## src/rtl/clint_timer.sv

```systemverilog
// -----------------------------------------------------------------------------
// clint_timer
//
// Memory-mapped machine timer. A 64-bit free-running mtime counter is advanced
// by a clock prescaler; a level interrupt is raised while mtime >= mtimecmp
// and irq_en is set. The block is a zero-wait-state slave on the peripheral
// bus: every request is acked exactly one cycle after it is sampled.
//
// Register map (word offsets, i_addr[1:0] ignored):
//   0x00 mtime[31:0]      0x04 mtime[63:32]
//   0x08 mtimecmp[31:0]   0x0C mtimecmp[63:32]
//   0x10 ctrl: bit0 cnt_en, bit1 irq_en (other bits read 0)
//   0x14..0x1C unmapped: read 0, writes ignored, still acked
//
// Optional feature macro: CLINT_TIMER_HI_LATCH_EN
//   When defined, a read of 0x00 snapshots mtime[63:32] into a shadow register
//   and a read of 0x04 returns that shadow, giving an atomic 64-bit read.
//   When undefined, 0x04 reads live mtime[63:32].
//
// Parameters:
//   PRESCALE    clock cycles per mtime increment (1..65535)
//   PRESCALE_W  prescaler counter width
//
// Ports:
//   i_clk        system clock, rising edge
//   i_rst_n      asynchronous active-low reset
//   i_req        bus request strobe
//   i_we         1 = write, 0 = read (qualified by i_req)
//   i_addr       byte address
//   i_wdata      write data
//   o_rdata      read data, valid while o_ack = 1, otherwise 0
//   o_ack        one-cycle acknowledge
//   o_timer_int  level timer interrupt
// -----------------------------------------------------------------------------
module clint_timer #(
    parameter int PRESCALE   = 1,
    parameter int PRESCALE_W = 16
) (
    input  logic        i_clk,
    input  logic        i_rst_n,
    input  logic        i_req,
    input  logic        i_we,
    input  logic [4:0]  i_addr,
    input  logic [31:0] i_wdata,
    output logic [31:0] o_rdata,
    output logic        o_ack,
    output logic        o_timer_int
);

    localparam logic [2:0] W_MTIME_LO = 3'd0;
    localparam logic [2:0] W_MTIME_HI = 3'd1;
    localparam logic [2:0] W_CMP_LO   = 3'd2;
    localparam logic [2:0] W_CMP_HI   = 3'd3;
    localparam logic [2:0] W_CTRL     = 3'd4;

    localparam logic [PRESCALE_W-1:0] PRESC_LAST = PRESCALE_W'(PRESCALE - 1);

    logic [63:0]           mtime;
    logic [63:0]           mtimecmp;
    logic                  cnt_en;
    logic                  irq_en;
    logic [PRESCALE_W-1:0] presc;
    logic                  tick;

    logic [2:0]            word;
    logic                  wr;
    logic                  rd;
    logic [31:0]           rd_word;

    logic                  vld_p1;
    logic [31:0]           rdata_p1;
    logic                  irq_p1;

    // Byte-lane bits are not decoded; word accesses only.
    logic                  unused_addr;
    assign unused_addr = &{1'b0, i_addr[1:0]};

`ifdef CLINT_TIMER_HI_LATCH_EN
    logic [31:0]           mtime_hi_shadow;
`endif

    assign word = i_addr[4:2];
    assign wr   = i_req & i_we;
    assign rd   = i_req & ~i_we;

    // The tick fires in the cycle the prescaler sits at its last count.
    assign tick = cnt_en && (presc == PRESC_LAST);

    // ---- stage 0: decode / read mux from current register state ----
    always_comb begin
        rd_word = 32'd0;
        case (word)
            W_MTIME_LO: rd_word = mtime[31:0];
`ifdef CLINT_TIMER_HI_LATCH_EN
            W_MTIME_HI: rd_word = mtime_hi_shadow;
`else
            W_MTIME_HI: rd_word = mtime[63:32];
`endif
            W_CMP_LO:   rd_word = mtimecmp[31:0];
            W_CMP_HI:   rd_word = mtimecmp[63:32];
            W_CTRL:     rd_word = {30'd0, irq_en, cnt_en};
            default:    rd_word = 32'd0;
        endcase
    end

    // Prescaler: held at 0 while counting is disabled.
    always_ff @(posedge i_clk or negedge i_rst_n) begin
        if (!i_rst_n) begin
            presc <= '0;
        end else if (!cnt_en || tick) begin
            presc <= '0;
        end else begin
            presc <= presc + PRESCALE_W'(1);
        end
    end

    // mtime: a bus write to either half wins over a coincident tick, and the
    // untouched half is kept as-is (no carry/borrow across halves).
    always_ff @(posedge i_clk or negedge i_rst_n) begin
        if (!i_rst_n) begin
            mtime <= 64'd0;
        end else if (wr && word == W_MTIME_LO) begin
            mtime <= {mtime[63:32], i_wdata};
        end else if (wr && word == W_MTIME_HI) begin
            mtime <= {i_wdata, mtime[31:0]};
        end else if (tick) begin
            mtime <= mtime + 64'd1;
        end
    end

    always_ff @(posedge i_clk or negedge i_rst_n) begin
        if (!i_rst_n) begin
            mtimecmp <= 64'hFFFF_FFFF_FFFF_FFFF;
            cnt_en   <= 1'b1;
            irq_en   <= 1'b0;
        end else if (wr) begin
            case (word)
                W_CMP_LO: mtimecmp[31:0]  <= i_wdata;
                W_CMP_HI: mtimecmp[63:32] <= i_wdata;
                W_CTRL: begin
                    cnt_en <= i_wdata[0];
                    irq_en <= i_wdata[1];
                end
                default: ;
            endcase
        end
    end

`ifdef CLINT_TIMER_HI_LATCH_EN
    // Snapshot of the upper half taken on every low-half read, so a lo-then-hi
    // read pair is coherent even across a carry out of the low word.
    always_ff @(posedge i_clk or negedge i_rst_n) begin
        if (!i_rst_n) begin
            mtime_hi_shadow <= 32'd0;
        end else if (wr && word == W_MTIME_HI) begin
            mtime_hi_shadow <= i_wdata;
        end else if (rd && word == W_MTIME_LO) begin
            mtime_hi_shadow <= mtime[63:32];
        end
    end
`endif

    // ---- stage 1: registered ack, read data and interrupt ----
    always_ff @(posedge i_clk or negedge i_rst_n) begin
        if (!i_rst_n) begin
            vld_p1   <= 1'b0;
            rdata_p1 <= 32'd0;
            irq_p1   <= 1'b0;
        end else begin
            vld_p1   <= i_req;
            rdata_p1 <= rd ? rd_word : 32'd0;
            irq_p1   <= irq_en & (mtime >= mtimecmp);
        end
    end

    assign o_ack       = vld_p1;
    assign o_rdata     = rdata_p1;
    assign o_timer_int = irq_p1;

endmodule
```

## config.mk

```make
export PLATFORM = sky130hd
export DESIGN_NAME = clint_timer
export DESIGN_NICKNAME = d
export VERILOG_FILES = /design/src/rtl/clint_timer.sv
export SDC_FILE = /design/constraint.sdc
export NUM_CORES = 1
export LEC_CHECK = 0
export CORE_MARGIN = 5
export CORE_UTILIZATION = 64
export CTS_CLUSTER_SIZE = 30
export DETAILED_ROUTE_END_ITERATION = 16
export PLACE_DENSITY_LB_ADDON = 0.05
export RECOVER_POWER = 100
export SYNTH_ARGS = -nofsm -noshare
export SYNTH_HDL_FRONTEND = slang
export SYNTH_SLANG_ARGS = --single-unit
```

## constraint.sdc

```tcl
create_clock -name i_clk -period 3.8 [get_ports i_clk]
set_input_delay 0.95 -clock i_clk [delete_from_list [all_inputs] [get_ports i_clk]]
set_output_delay 0.95 -clock i_clk [all_outputs]
set_load 0.01 [all_outputs]
```

==> run summary <==
====================================================================================
Sequential group share of total power                                          0.437
Shortest period the worst path allows                                        3260 ps
Clock Sinks                                                                      180
Gate count of the mapped netlist                                                1217
Setup tns final                                                                 0 ps
Synthesis-stage register bit count                                               180
Net count after synthesis                                                       1325
RSZ-0062 raised after global routing                                              no
Post-synthesis async set-or-reset flop share                                    1.00
Initial drt markers                                                             1031
Period Utilization, post-route                                                 0.858
Fraction of the yosys area taken by sequential cells                           0.427
Die area                                                                   19500 µm²
Floorplan Core Area                                                        16500 µm²
Final Skew                                                                   11.8 ps
Kind of capture point of the worst setup path                              flip-flop
Final worst hold slack                                                        511 ps
Average instance area after synthesis                                       8.82 µm²
Leading cell type in the layout, fill and taps excluded                      nand2_1
Remaining antenna violation count after routing                                    0
Violations in the final reports                                         max-capacitance violations, max-slew violations
Die Height                                                                    140 µm
Standard-cell row count                                                           47
Syn Std Cell Area                                                          10700 µm²
Vias per cell                                                                   6.68
Capture point of the worst reg-to-reg path                              mtime[56]$_DFFE_PN0P_
Dominant cell type by count on the critical path                              nor3_1
Top Ports                                                                         75
Routed wire length per instance                                              21.0 µm
Worst voltage drop across the vdd grid                                      0.380 mV
Post-CTS repair timing setup buffer count                                          0
Initial core utilization                                                       0.650
Root Driver                                                                clkbuf_16
Setup Crit Path Kind                                                          in2reg
Level count of the clock H-tree                                                    4
Share of total power in the clock network                                      0.301
Largest fanout of any net on the critical path                                    24
Class of the worst hold path                                                 reg2reg
Grt ovf                                                                            0
Areal power density over the cells                                        533 nW/µm²
Wire length of the first global-routing pass                                 51.3 mm
Area growth syn-to-layout                                                      14.6%
Clock tree from TritonCTS                                                      built
Slew Limit Headroom                                                           -0.129
Tightest Pin Transition                                                      1690 ps
Max Transition Viols Final                                                        80
Kind of start point of the critical path                                  input port
Switching power                                                              2.26 mW
Critical path arrival                                                        3560 ps
Count of endpoints failing setup in the final report                               0
Number of port buffers                                                            72
Switching power as a share of total power                                      0.344
Crit path launch                                                           i_addr[3]
Number of hold violations in the final report                                      0
Number of global-route vias before repair                                       9880
Highest cell delay on the worst timing path                                   670 ps
DRT Wirelength                                                               31.5 mm
Yosys cell types                                                                  75
Detailed Routing Iterations Pass 1                                                 6
Residual DRC                                                                       0
Hold_buf cts                                                                       0
Count of yosys warnings during synthesis                                           0
Capturing element of the worst setup path                               mtime[18]$_DFFE_PN0P_
Count of flip-flops with a built-in enable after synthesis                         0
Max Cap Viol                                                                       2
Required time reported for the critical path endpoint                        4100 ps
Largest net degree at the start of global routing                                 64
Chip Width                                                                    140 µm
Number of antenna repair diodes                                                    0
Cells along the critical path                                           dlygate4sd3_1 > nor3_1 > nand3_2 > clkbuf_2 > nand2_1 > nor3_1 > a21oi_1 > o221ai_1
Comb pwr share                                                                 0.262
Reg2Reg Launch Point                                                    presc[4]$_DFF_PN0_
Worst-case clock buffer depth                                                      2
Highest-count cells in the layout ignoring fill and taps                nand2_1 (144), o21ai_0 (120), a21oi_1 (115), dfrtp_1 (115), inv_1 (76)
Number of antenna violations at the first check in global routing                  0
Clock-pin slew on the worst setup and hold paths                               70 ps
Global-route usage over all layers                                             0.325
Share of cells above drive strength 1                                          0.116
Nets                                                                            1377
Weighted congestion at the end of routability-driven global placement          0.980
Final HPWL DP                                                                22.1 mm
Slowest CP cell                                                         dlygate4sd3_1
TritonCTS buffer count                                                            17
Int Power                                                                    4.30 mW
Reported leakage power                                                       5.06 nW
Resized cells post-CTS                                                             0
Detailed-route via count                                                       10000
Main flop type after synthesis                                               dfrtp_1
Skew-Pair Late Insertion Delay                                                440 ps
Worst R2R Setup Slack                                                         550 ps
Achievable frequency                                                       0.307 GHz
Status                                                                  complete, but fails checks
Worst R2R Path Depth                                                               6
====================================================================================
## area by class of cell
type | instances | area (µm²)
inverter | 76 | 285
clock buffer | 20 | 447
fill | 1262 | 4220
tap | 220 | 275
timing repair buffer | 107 | 953
clock inverter | 12 | 204
multi-input combinational | 887 | 5550
sequential | 180 | 4590
## cell families after synthesis
logic type               count (synthesis)  synth area share
AND/OR/NAND/NOR                        404             0.196
AO/OA/AOI/OAI                          398             0.228
flip-flops                             180             0.427
buffers and inverters                  150            0.0551
adder cells (fa/ha/maj)                 67            0.0781
XOR/XNOR                                14            0.0114
multiplexers                             4           0.00420
## cell usage after synthesis (all sizes together) (18+ instances only)
master,instances,area [µm²]
nor4,20,178
dfstp,65,1710
nand4,44,312
nor3,27,145
nand2,144,541
dfrtp,115,2880
o21ai,122,611
buf,20,103
ha,67,838
clkbuf,54,204
a21oi,115,576
inv,76,285
nand3,47,240
and3,18,113
nor2,56,213
a22oi,71,533
## worst min-delay path by stage
stage	startpoint	endpoint	cells after the start
6_report	presc[0]$_DFF_PN0_	presc[0]$_DFF_PN0_	1
2_1_floorplan	presc[0]$_DFF_PN0_	presc[0]$_DFF_PN0_	1
5_1_grt	mtimecmp[23]$_DFFE_PN1P_	mtimecmp[23]$_DFFE_PN1P_	2
3_3_place_gp	presc[0]$_DFF_PN0_	presc[0]$_DFF_PN0_	1
4_1_cts	i_rst_n	o_rdata[23]$_DFF_PN0_	1
3_5_place_dp	presc[0]$_DFF_PN0_	presc[0]$_DFF_PN0_	1
## flip-flops by register name, summed over array words and instances (netlist names)
register and flops:
presc 16, cnt_en 1, mtime 64, o_rdata 32, irq_en 1, o_ack 1
mtimecmp 64, o_timer_int 1
## critical path: cells and delay by family
| family | cells | cell delay (ps) |
|---|---|---|
| AND/OR/NAND/NOR | 4 | 1280 |
| buffers and inverters | 2 | 1050 |
| AO/OA/AOI/OAI | 2 | 280 |
## per-layer routing
metal,vias up,routed length (µm),track usage
li1,4586,-,-
met1,4775,12600,0.429
met2,563,14700,0.525
met3,112,3050,0.0741
met4,0,1170,0.127
met5,-,0,0
## power by group through the flow
stage	sequential [mW]	clock [mW]	combinational [mW]
after global placement	2.85	0	1.62
after detailed placement	2.87	0	1.68
final	2.87	1.97	1.72
after CTS	2.85	1.99	1.71
after floorplan	2.71	0	1.21
after global routing	2.92	2.08	1.96
## per-stage QoR
step                      utilization  total power, mW  area (µm²)  instances  setup WS (ps)
after global routing            0.744             6.96       12300       1502            375
final                           0.744             6.56       12300       1502            540
after detailed placement        0.710             4.56       11700       1470            513
after global placement          0.710             4.48       11700       1470            578
after floorplan                     -             3.92       10700       1217           1190
after CTS                       0.749             6.55       12400       1502            921
Note: power is estimated with default switching activity, not from simulation.
==> edit (config.mk and constraints unchanged) <==
Take the reset off `rdata_p1` and load it in a clocked block of its own.
--- a/src/rtl/clint_timer.sv
+++ b/src/rtl/clint_timer.sv
@@ -164,13 +164,15 @@
     always_ff @(posedge i_clk or negedge i_rst_n) begin
         if (!i_rst_n) begin
             vld_p1   <= 1'b0;
-            rdata_p1 <= 32'd0;
             irq_p1   <= 1'b0;
         end else begin
             vld_p1   <= i_req;
-            rdata_p1 <= rd ? rd_word : 32'd0;
             irq_p1   <= irq_en & (mtime >= mtimecmp);
         end
+    end
+
+    always_ff @(posedge i_clk) begin
+        rdata_p1 <= rd ? rd_word : 32'd0;
     end
 
     assign o_ack       = vld_p1;
Function: changed (a bounded check fails within 4 cycles, from zero or initial values and one cycle with i_rst_n low).
==> edit against the unedited design <==
  * The run still ends with capacitance limit, slew limit left
  * Synthesized area down 5.0%
  * Sequential cell count unchanged
  * Die area down 4.6%
  * Worst setup slack worse by 140 ps
  * Cell count down 4.1%
  * Non-clock buffer count down 5
  * Combinational power down 12%
  * Register-to-register slack better by 200 ps
  * Via count down 8.7%
  * Synthesized cell count down 5.7%
  * Final area down 4.5%
  * Power down 7.8%
  * Routed wire length down 10%
  * Maximum frequency down 4.0%
  * Critical path type unchanged
  * Largest power group unchanged
==> edit: results (changes against the unedited design) <==
Relative slew margins=-69.8% (-57 points); worst reg2reg path depth=7 (+1); Netlist cell types=65 (-13%); Detail Placement HPWL=19.7 mm (-11%); Max-Cap Viols=2 (unchanged); Worst Path Max Fanout=12 (-50%); global-route wire length before repair=45.7 mm (-11%); synth top area cells=dfrtp_1 (20%), dfstp_2 (17%), ha_1 (8.2%); Top Family by Delay on Critical Path=buffers and inverters; Synth Net Count=1,256 (-5.2%); skew final=9.81 ps (-1.99 ps); outcome=finished, violations left; layout cells sized above 1=10.9% (-0.76 points); pre-CTS WS=406 ps (-107 ps); 1st-pass router iterations=8 (+2); register area share after synthesis=43.4% (+0.68 points); Max IR drop VDD=0.000414 V (+9.2%); vias in the first global route=8,823 (-11%); failing checks=capacitance limit, slew limit; cells after synthesis=1,148 (-5.7%); Routed wire per std cell=19.7 µm (-6.2%); detail-routed via count per cell=6.36 (-4.7%); cell leakage power=4.73 nW (-6.5%); Placement Cell Area=0.0112 mm² (-4.1%); Overall Global Routing Usage=31.5% (-1.0 points); Layout fillers=1,226 (-2.9%); maximum number of pins on one net before global-route repair=69 (+7.8%); CP max stage delay=790 ps (+120 ps); Initial DRC Count=965 (-6.4%); max-slew violations=61 (-24%); ys async rst share=82.2% (-18 points)
[edit: kinds of logic (layout without fill, tap and decap cells)]
kind of cell,count (synthesis),after routing,synth area share [%]
flops,180,180,43.4
compound gates,329,329,19.8
xor+xnor,44,44,3.78
fa+ha+maj,67,67,8.22
mux,5,5,0.540
simple gates,390,390,19.3
buf+inv,133,209,4.98
[edit: per-layer routing]
layer	up-vias	track usage (%)	routed length, µm
li1	4294	-	-
met1	4358	42.2	11600
met2	443	49.4	13300
met3	70	7.44	2620
met4	0	13.0	844
met5	-	0	0
[edit: final timing paths]
kind / startpoint / endpoint / slack, ps
worst min register to register: presc[0] / presc[0] / 510
max in group asynchronous: i_rst_n / mtimecmp[50] / 830
min in group asynchronous: i_rst_n / presc[8] / 1290
worst max register to register: mtime[2] / mtime[15] / 750
worst max-delay path: i_addr[3] / mtime[15] / 400
worst min-delay path: presc[0] / presc[0] / 510
[edit: final cells by class]
class	instances	area [µm²]	share of cell area, %
inverters	75	282	2.40
flip-flops and latches	180	4430	37.7
repair buffers	102	927	7.89
multi-input cells	835	5280	44.9
well taps	216	270	2.30
clock buffers	23	468	3.98
clock inverters	9	104	0.884
[edit: report_power, final]
part | internal (mW) | total, mW | leakage, nW | switching (mW)
combinational | 0.638 | 1.51 | 2.48 | 0.870
clock | 1.00 | 1.75 | 0.277 | 0.751
sequential | 2.38 | 2.79 | 1.97 | 0.410
total | 4.01 | 6.05 | 4.73 | 2.03
[edit: metrics by stage]
| step | utilization, % | total power, mW |
|---|---|---|
| 3_5_place_dp | 71.3 | 4.29 |
| 5_1_grt | 74.5 | 6.39 |
| 6_report | 74.5 | 6.05 |
| 3_3_place_gp | 71.3 | 4.22 |
| 2_1_floorplan | - | 3.72 |
| 4_1_cts | 74.9 | 6.05 |
